## src/rtl/a2d_sched_if.sv

```systemverilog
// a2d_sched_if: handshake bundle between the system timing/control logic
// (master) and the A2D conversion scheduler (slave).
// The on-demand request is called force_req because "force" is a reserved word.
interface a2d_sched_if;
    logic       en;
    logic       force_req;
    logic       cnv_done;
    logic [3:0] ch_clr;
    logic       err_clr;
    logic       nxt;
    logic [1:0] ch_idx;
    logic [3:0] ch_vld;
    logic       sweep_done;
    logic       busy;
    logic       timeout_err;
    logic       overrun;

    modport master (
        output en, force_req, cnv_done, ch_clr, err_clr,
        input  nxt, ch_idx, ch_vld, sweep_done, busy, timeout_err, overrun
    );

    modport slave (
        input  en, force_req, cnv_done, ch_clr, err_clr,
        output nxt, ch_idx, ch_vld, sweep_done, busy, timeout_err, overrun
    );
endinterface

```

## src/rtl/a2d_sched.sv

```systemverilog
// a2d_sched: conversion scheduler for the A2D interface. Issues one-cycle
// nxt requests on a programmable period or on demand, walks the four
// channel slots round-robin, keeps per-channel fresh-data flags and flags
// lost period ticks (overrun) and hung conversions (timeout).
module a2d_sched #(
    parameter int PERIOD  = 4096,
    parameter int TIMEOUT = 2048
) (
    input logic         clk,
    input logic         rst_n,
    a2d_sched_if.slave  bus
);

    localparam int PW = (PERIOD  > 1) ? $clog2(PERIOD)  : 1;
    localparam int TW = (TIMEOUT > 1) ? $clog2(TIMEOUT) : 1;

    typedef enum logic [1:0] {
        IDLE  = 2'd0,
        BUSY  = 2'd1,
        FAULT = 2'd2
    } state_t;

    state_t        state;
    state_t        state_nxt;
    logic [PW-1:0] period_cnt;
    logic [TW-1:0] tmo_cnt;
    logic          pending;
    logic          nxt_q;
    logic [1:0]    ch_idx_q;
    logic [3:0]    ch_vld_q;
    logic          sweep_q;
    logic          timeout_q;
    logic          overrun_q;

    logic          tick;
    logic          req;
    logic          issue;
    logic          accept;
    logic          expire;
    logic [3:0]    set_mask;

    assign tick     = bus.en && (period_cnt == PW'(PERIOD - 1));
    assign req      = tick || (bus.force_req && bus.en);
    assign set_mask = accept ? (4'b0001 << ch_idx_q) : 4'b0000;

    // State register for the IDLE/BUSY/FAULT conversion tracker.
    always_ff @(posedge clk or negedge rst_n) begin
        if (!rst_n) state <= IDLE;
        else        state <= state_nxt;
    end

    // Next-state logic: issue from IDLE, complete or time out in BUSY,
    // accept late completions in FAULT so ch_idx stays aligned with the
    // A2D interface, and leave FAULT only on err_clr.
    always_comb begin
        state_nxt = state;
        issue     = 1'b0;
        accept    = 1'b0;
        expire    = 1'b0;
        case (state)
            IDLE: begin
                if (pending && bus.en) begin
                    issue     = 1'b1;
                    state_nxt = BUSY;
                end
            end
            BUSY: begin
                if (bus.cnv_done) begin
                    accept    = 1'b1;
                    state_nxt = IDLE;
                end else if (tmo_cnt == TW'(TIMEOUT - 1)) begin
                    expire    = 1'b1;
                    state_nxt = FAULT;
                end
            end
            FAULT: begin
                accept = bus.cnv_done;
                if (bus.err_clr) state_nxt = IDLE;
            end
            default: state_nxt = IDLE;
        endcase
    end

    // Free-running period counter, parked at zero whenever scheduling is off.
    always_ff @(posedge clk or negedge rst_n) begin
        if (!rst_n)                               period_cnt <= '0;
        else if (!bus.en)                         period_cnt <= '0;
        else if (period_cnt == PW'(PERIOD - 1))   period_cnt <= '0;
        else                                      period_cnt <= period_cnt + PW'(1);
    end

    // One-deep request latch; a new request in the issuing cycle re-arms it.
    always_ff @(posedge clk or negedge rst_n) begin
        if (!rst_n)       pending <= 1'b0;
        else if (!bus.en) pending <= 1'b0;
        else if (req)     pending <= 1'b1;
        else if (issue)   pending <= 1'b0;
    end

    // Cycles spent waiting for cnv_done since the last nxt.
    always_ff @(posedge clk or negedge rst_n) begin
        if (!rst_n)              tmo_cnt <= '0;
        else if (issue)          tmo_cnt <= '0;
        else if (state == BUSY)  tmo_cnt <= tmo_cnt + TW'(1);
    end

    // Registered request strobe and completion bookkeeping per channel slot.
    always_ff @(posedge clk or negedge rst_n) begin
        if (!rst_n) begin
            nxt_q    <= 1'b0;
            ch_idx_q <= 2'd0;
            ch_vld_q <= 4'b0000;
            sweep_q  <= 1'b0;
        end else begin
            nxt_q    <= issue;
            sweep_q  <= accept && (ch_idx_q == 2'd3);
            ch_vld_q <= (ch_vld_q & ~bus.ch_clr) | set_mask;
            if (accept) ch_idx_q <= ch_idx_q + 2'd1;
        end
    end

    // Sticky error flags; a new error in the clearing cycle takes priority.
    always_ff @(posedge clk or negedge rst_n) begin
        if (!rst_n) begin
            timeout_q <= 1'b0;
            overrun_q <= 1'b0;
        end else begin
            if (expire)           timeout_q <= 1'b1;
            else if (bus.err_clr) timeout_q <= 1'b0;
            if (req && pending && !issue) overrun_q <= 1'b1;
            else if (bus.err_clr)         overrun_q <= 1'b0;
        end
    end

    assign bus.nxt         = nxt_q;
    assign bus.ch_idx      = ch_idx_q;
    assign bus.ch_vld      = ch_vld_q;
    assign bus.sweep_done  = sweep_q;
    assign bus.busy        = (state != IDLE);
    assign bus.timeout_err = timeout_q;
    assign bus.overrun     = overrun_q;

endmodule

```

## src/flat_wrapper.sv

```systemverilog
// flat-port wrapper written by rule: the top's interface ports become plain ports
module a2d_sched_flat 
#(
    parameter int PERIOD  = 4096,
    parameter int TIMEOUT = 2048
)
  (clk, rst_n, bus_en, bus_force_req, bus_cnv_done, bus_ch_clr, bus_err_clr, bus_nxt, bus_ch_idx, bus_ch_vld, bus_sweep_done, bus_busy, bus_timeout_err, bus_overrun);
  a2d_sched_if bus_i ();
  input logic clk;
  input logic rst_n;
  input wire logic [$bits(bus_i.en)-1:0] bus_en;
  input wire logic [$bits(bus_i.force_req)-1:0] bus_force_req;
  input wire logic [$bits(bus_i.cnv_done)-1:0] bus_cnv_done;
  input wire logic [$bits(bus_i.ch_clr)-1:0] bus_ch_clr;
  input wire logic [$bits(bus_i.err_clr)-1:0] bus_err_clr;
  output wire logic [$bits(bus_i.nxt)-1:0] bus_nxt;
  output wire logic [$bits(bus_i.ch_idx)-1:0] bus_ch_idx;
  output wire logic [$bits(bus_i.ch_vld)-1:0] bus_ch_vld;
  output wire logic [$bits(bus_i.sweep_done)-1:0] bus_sweep_done;
  output wire logic [$bits(bus_i.busy)-1:0] bus_busy;
  output wire logic [$bits(bus_i.timeout_err)-1:0] bus_timeout_err;
  output wire logic [$bits(bus_i.overrun)-1:0] bus_overrun;
  assign bus_i.en = bus_en;
  assign bus_i.force_req = bus_force_req;
  assign bus_i.cnv_done = bus_cnv_done;
  assign bus_i.ch_clr = bus_ch_clr;
  assign bus_i.err_clr = bus_err_clr;
  assign bus_nxt = bus_i.nxt;
  assign bus_ch_idx = bus_i.ch_idx;
  assign bus_ch_vld = bus_i.ch_vld;
  assign bus_sweep_done = bus_i.sweep_done;
  assign bus_busy = bus_i.busy;
  assign bus_timeout_err = bus_i.timeout_err;
  assign bus_overrun = bus_i.overrun;
  a2d_sched #(.PERIOD(PERIOD), .TIMEOUT(TIMEOUT)) u_core (.clk(clk), .rst_n(rst_n), .bus(bus_i));
endmodule
```

## config.mk

```make
export PLATFORM = sky130hd
export DESIGN_NAME = a2d_sched_flat
export DESIGN_NICKNAME = d
export VERILOG_FILES = /design/src/rtl/a2d_sched_if.sv /design/src/rtl/a2d_sched.sv /design/src/flat_wrapper.sv
export SDC_FILE = /design/constraint.sdc
export NUM_CORES = 1
export LEC_CHECK = 0
export BUFFER_PORTS_ARGS = -buffer_cell sky130_fd_sc_hd__buf_2
export CELL_PAD_IN_SITES_DETAIL_PLACEMENT = 2
export CELL_PAD_IN_SITES_GLOBAL_PLACEMENT = 2
export CORE_MARGIN = 4
export CORE_UTILIZATION = 39
export DETAILED_ROUTE_END_ITERATION = 16
export GPL_TIMING_DRIVEN = 0
export PLACE_DENSITY = 0.82
export SETUP_SLACK_MARGIN = 0.2
export SYNTH_ARGS = -nofsm -noshare
export SYNTH_HDL_FRONTEND = slang
export SYNTH_SLANG_ARGS = --single-unit
export TNS_END_PERCENT = 1
```

## constraint.sdc

```tcl
create_clock -name clk -period 3.3 [get_ports clk]
set_input_delay 0.495 -clock clk [delete_from_list [all_inputs] [get_ports clk]]
set_output_delay 0.495 -clock clk [all_outputs]
set_load 0.05 [all_outputs]
```

==> impl_metrics.env <==
export IMPL_floorplan_die_height_um=74.7
export IMPL_rr_endpoint="u_core.tmo_cnt[10]$_DFFE_PN0P_"
export IMPL_ctsHoldBuffers=0
export IMPL_multi_input_gate_area_in_the_final_layout_sq_um=767
export IMPL_synth_sequential_area_ratio_pct=51.9
export IMPL_ys_warn_count=0
export IMPL_final_max_slew_violation_count=0
export IMPL_cellLeakagePower_nw=0.972
export IMPL_grt_max_degree=37
export IMPL_timing_setup_critical_path_class="reg2out"
export IMPL_drv_cap=0
export IMPL_finalSetupTns_ns=0
export IMPL_ant_nets=0
export IMPL_tritoncts_num_buffers=5
export IMPL_die_area_sq_um=5580
export IMPL_synth_common_cells="dfrtp_1, nor2_1, inv_1, nand2_1, xnor2_1"
export IMPL_synth_area_per_cell_sq_um=10.4
export IMPL_clkTransAtPathRegs_ns=0.07
export IMPL_ir_worst_vdd_uv=419
export IMPL_design_final_nets=213
export IMPL_rsz0062_at_grt="no"
export IMPL_synth_ff_latch_count=36
export IMPL_slew_limit_headroom_pct=45.8
export IMPL_hold_viol=0
export IMPL_post_route_period_util_pct=57.4
export IMPL_grt_overflow=0
export IMPL_floorplan_io_pins=21
export IMPL_grt_usage_pct=17.0
export IMPL_drc=0
export IMPL_total_power_mw=1.44
export IMPL_portBuffers=20
export IMPL_synthDominantCellAreaShare_pct=51.9
export IMPL_syn_area_sq_um=1730
export IMPL_worst_slew_pin_slew_ns=0.813
export IMPL_worst_skew_pair_late_latency_ns=0.29
export IMPL_worst_r2r_cell_count=6
export IMPL_vias=1263
export IMPL_final_seq_area_sq_um=901
export IMPL_floorplan_initialDensity_pct=41.8
export IMPL_htreeDepth=2
export IMPL_report_final_setup_viol=0
export IMPL_place_congestion=0.806
export IMPL_core_area_sq_um=4140
export IMPL_rrSetupSlack_ns=1.60
export IMPL_cts_tree="yes"
export IMPL_per_cell_routed_wire_length_um=16.4
export IMPL_finClkSkew_ns=0.00675
export IMPL_hpwl_um=3020
export IMPL_routed_wl_um=4030
export IMPL_synth_area_leader_cell="dfrtp_1"
export IMPL_synth_ff_type="dfrtp_1"
export IMPL_clock_fmax_mhz=528
export IMPL_synth_distinct_cells=38
export IMPL_vias_per_cell=5.16
export IMPL_worstPathArrival_ns=1.40
export IMPL_postSynthNetCount=186
export IMPL_cts_sink_count=36
export IMPL_drt_initial_drc_count=48
export IMPL_crit_path_start_kind="flop"
export IMPL_worst_hold_path_type="in2async"
export IMPL_timing_rr_start="u_core.state[1]$_DFFE_PN0P_"
export IMPL_number_of_antenna_violations_at_the_first_check_in_global_routing=0
export IMPL_placementRows=23
export IMPL_run_status="completed"
export IMPL_yosys_cell_count_top_type="dfrtp_1"
export IMPL_hold_ws_ns=0.295
export IMPL_synth_cells=167
export IMPL_power_density_nw_per_um2=720
export IMPL_cts_root_buf="clkbuf_8"
export IMPL_cp_end_kind="primary output"
export IMPL_die_x_um=74.7
export IMPL_finalCriticalPeriod_ns=1.89
export IMPL_drive_above_1_share_pct=18.5
export IMPL_cts_setup_buffers=0
export IMPL_diodes=0
export IMPL_cts_repair_resize_count=0
export IMPL_drt_pass1_iter_count=4
export IMPL_synth_edf_count=0
export IMPL_layout_area_overhead_vs_synth_pct=15.6
export IMPL_fillers=439
export IMPL_synthTopCellsByArea="dfrtp_1, ha_1, xnor2_1, xor2_1, nor2_1"
export IMPL_ctsLongestPathBuffers=2
export IMPL_grt_pass1_vias=1478
export IMPL_timing_critical_path_required_ns=2.80
export IMPL_synth_async_reset_ratio_pct=100
export IMPL_timing_critical_path_fanout_max=4
export IMPL_wire_length_of_the_first_global_routing_pass_um=7090
==> per-stage QoR <==
stage               setup slack [ns]  instances  util [%]  area, sq um
detailed placement              1.60        237      45.8         1900
CTS                             1.38        245      48.4         2000
global placement                1.69        237      45.8         1900
floorplan                       1.84        167         -         1730
global route                    1.30        245      48.4         2000
finish                          1.41        245      48.4         2000
==> report_power, final <==
group | internal [mW] | leakage, nW | switching [mW]
Sequential | 0.519 | 0.483 | 0.0661
Combinational | 0.146 | 0.434 | 0.329
Clock | 0.224 | 0.0552 | 0.159
Total | 0.889 | 0.972 | 0.554
==> cell usage in the layout (no fill, tap or decap), types with 5 or more instances in the layout <==
master    count
clkbuf_8      5
xnor2_1      10
inv_1        12
nand2_1      12
nand3_1       9
nand4_1       5
o21ai_0       7
buf_2        22
nor2_1       18
and2_1        6
ha_1          9
dfrtp_1      36
xor2_1        8
==> how the worst max path moves through the flow <==
| stage | startpoint | to | slack [ns] | cells past startpoint |
|---|---|---|---|---|
| 2_1_floorplan | u_core.bus.ch_idx[0]$_DFFE_PN0P_ | u_core.bus.ch_idx[1]$_DFFE_PN0P_ | 1.84 | 3 |
| 3_3_place_gp | u_core.state[1]$_DFFE_PN0P_ | u_core.tmo_cnt[10]$_DFFE_PN0P_ | 1.69 | 6 |
| 3_5_place_dp | u_core.state[1]$_DFFE_PN0P_ | u_core.tmo_cnt[10]$_DFFE_PN0P_ | 1.60 | 6 |
| 4_1_cts | u_core.state[0]$_DFFE_PN0P_ | bus_busy | 1.38 | 4 |
| 5_1_grt | u_core.state[0]$_DFFE_PN0P_ | bus_busy | 1.30 | 4 |
| 6_report | u_core.state[0]$_DFFE_PN0P_ | bus_busy | 1.41 | 4 |
==> critical path: stages, from the launching register on <==
cell and delay [ns]:
dfrtp_1 0.36, inv_1 0.09, ha_1 0.26, inv_1 0.12, buf_2 0.28
==> flip-flops by register name (all words and copies together) (netlist names) <==
name	flops
u_core.period_cnt	12
u_core.tmo_cnt	11
u_core.bus.ch_vld	4
u_core.bus.ch_idx	2
u_core.state	2
u_core.bus.nxt	1
u_core.bus.overrun	1
u_core.bus.sweep_done	1
u_core.bus.timeout_err	1
u_core.pending	1
==> metal layers <==
| metal | global-route usage (%) | part of all wire (%) |
|---|---|---|
| met2 | 29.3 | 50 |
| met3 | 3.87 | 3.8 |
| met4 | 5.93 | 1.4 |
| met1 | 21.1 | 44 |
| met5 | 0 | 0 |
==> layout make-up <==
type	instances	area share, %
sequential	36	44.9
multi-input combinational	115	38.3
timing repair buffer	20	4.99
clock buffer	6	3.62
tap	50	3.12
inverter	12	2.25
clock inverter	2	1.75
buffer	4	1.06
==> cell families (layout without fill, tap and decap cells) <==
logic type	count (synthesis)	in the layout	share of synthesized area, %
AO/OA/AOI/OAI	21	21	7.79
XOR/XNOR	18	18	9.09
adder cells (fa/ha/maj)	9	9	6.49
buffers and inverters	16	44	3.82
flip-flops	36	36	51.9
multiplexers	3	3	1.80
AND/OR/NAND/NOR	64	64	19.0
Note: power is estimated with default switching activity, not from simulation.
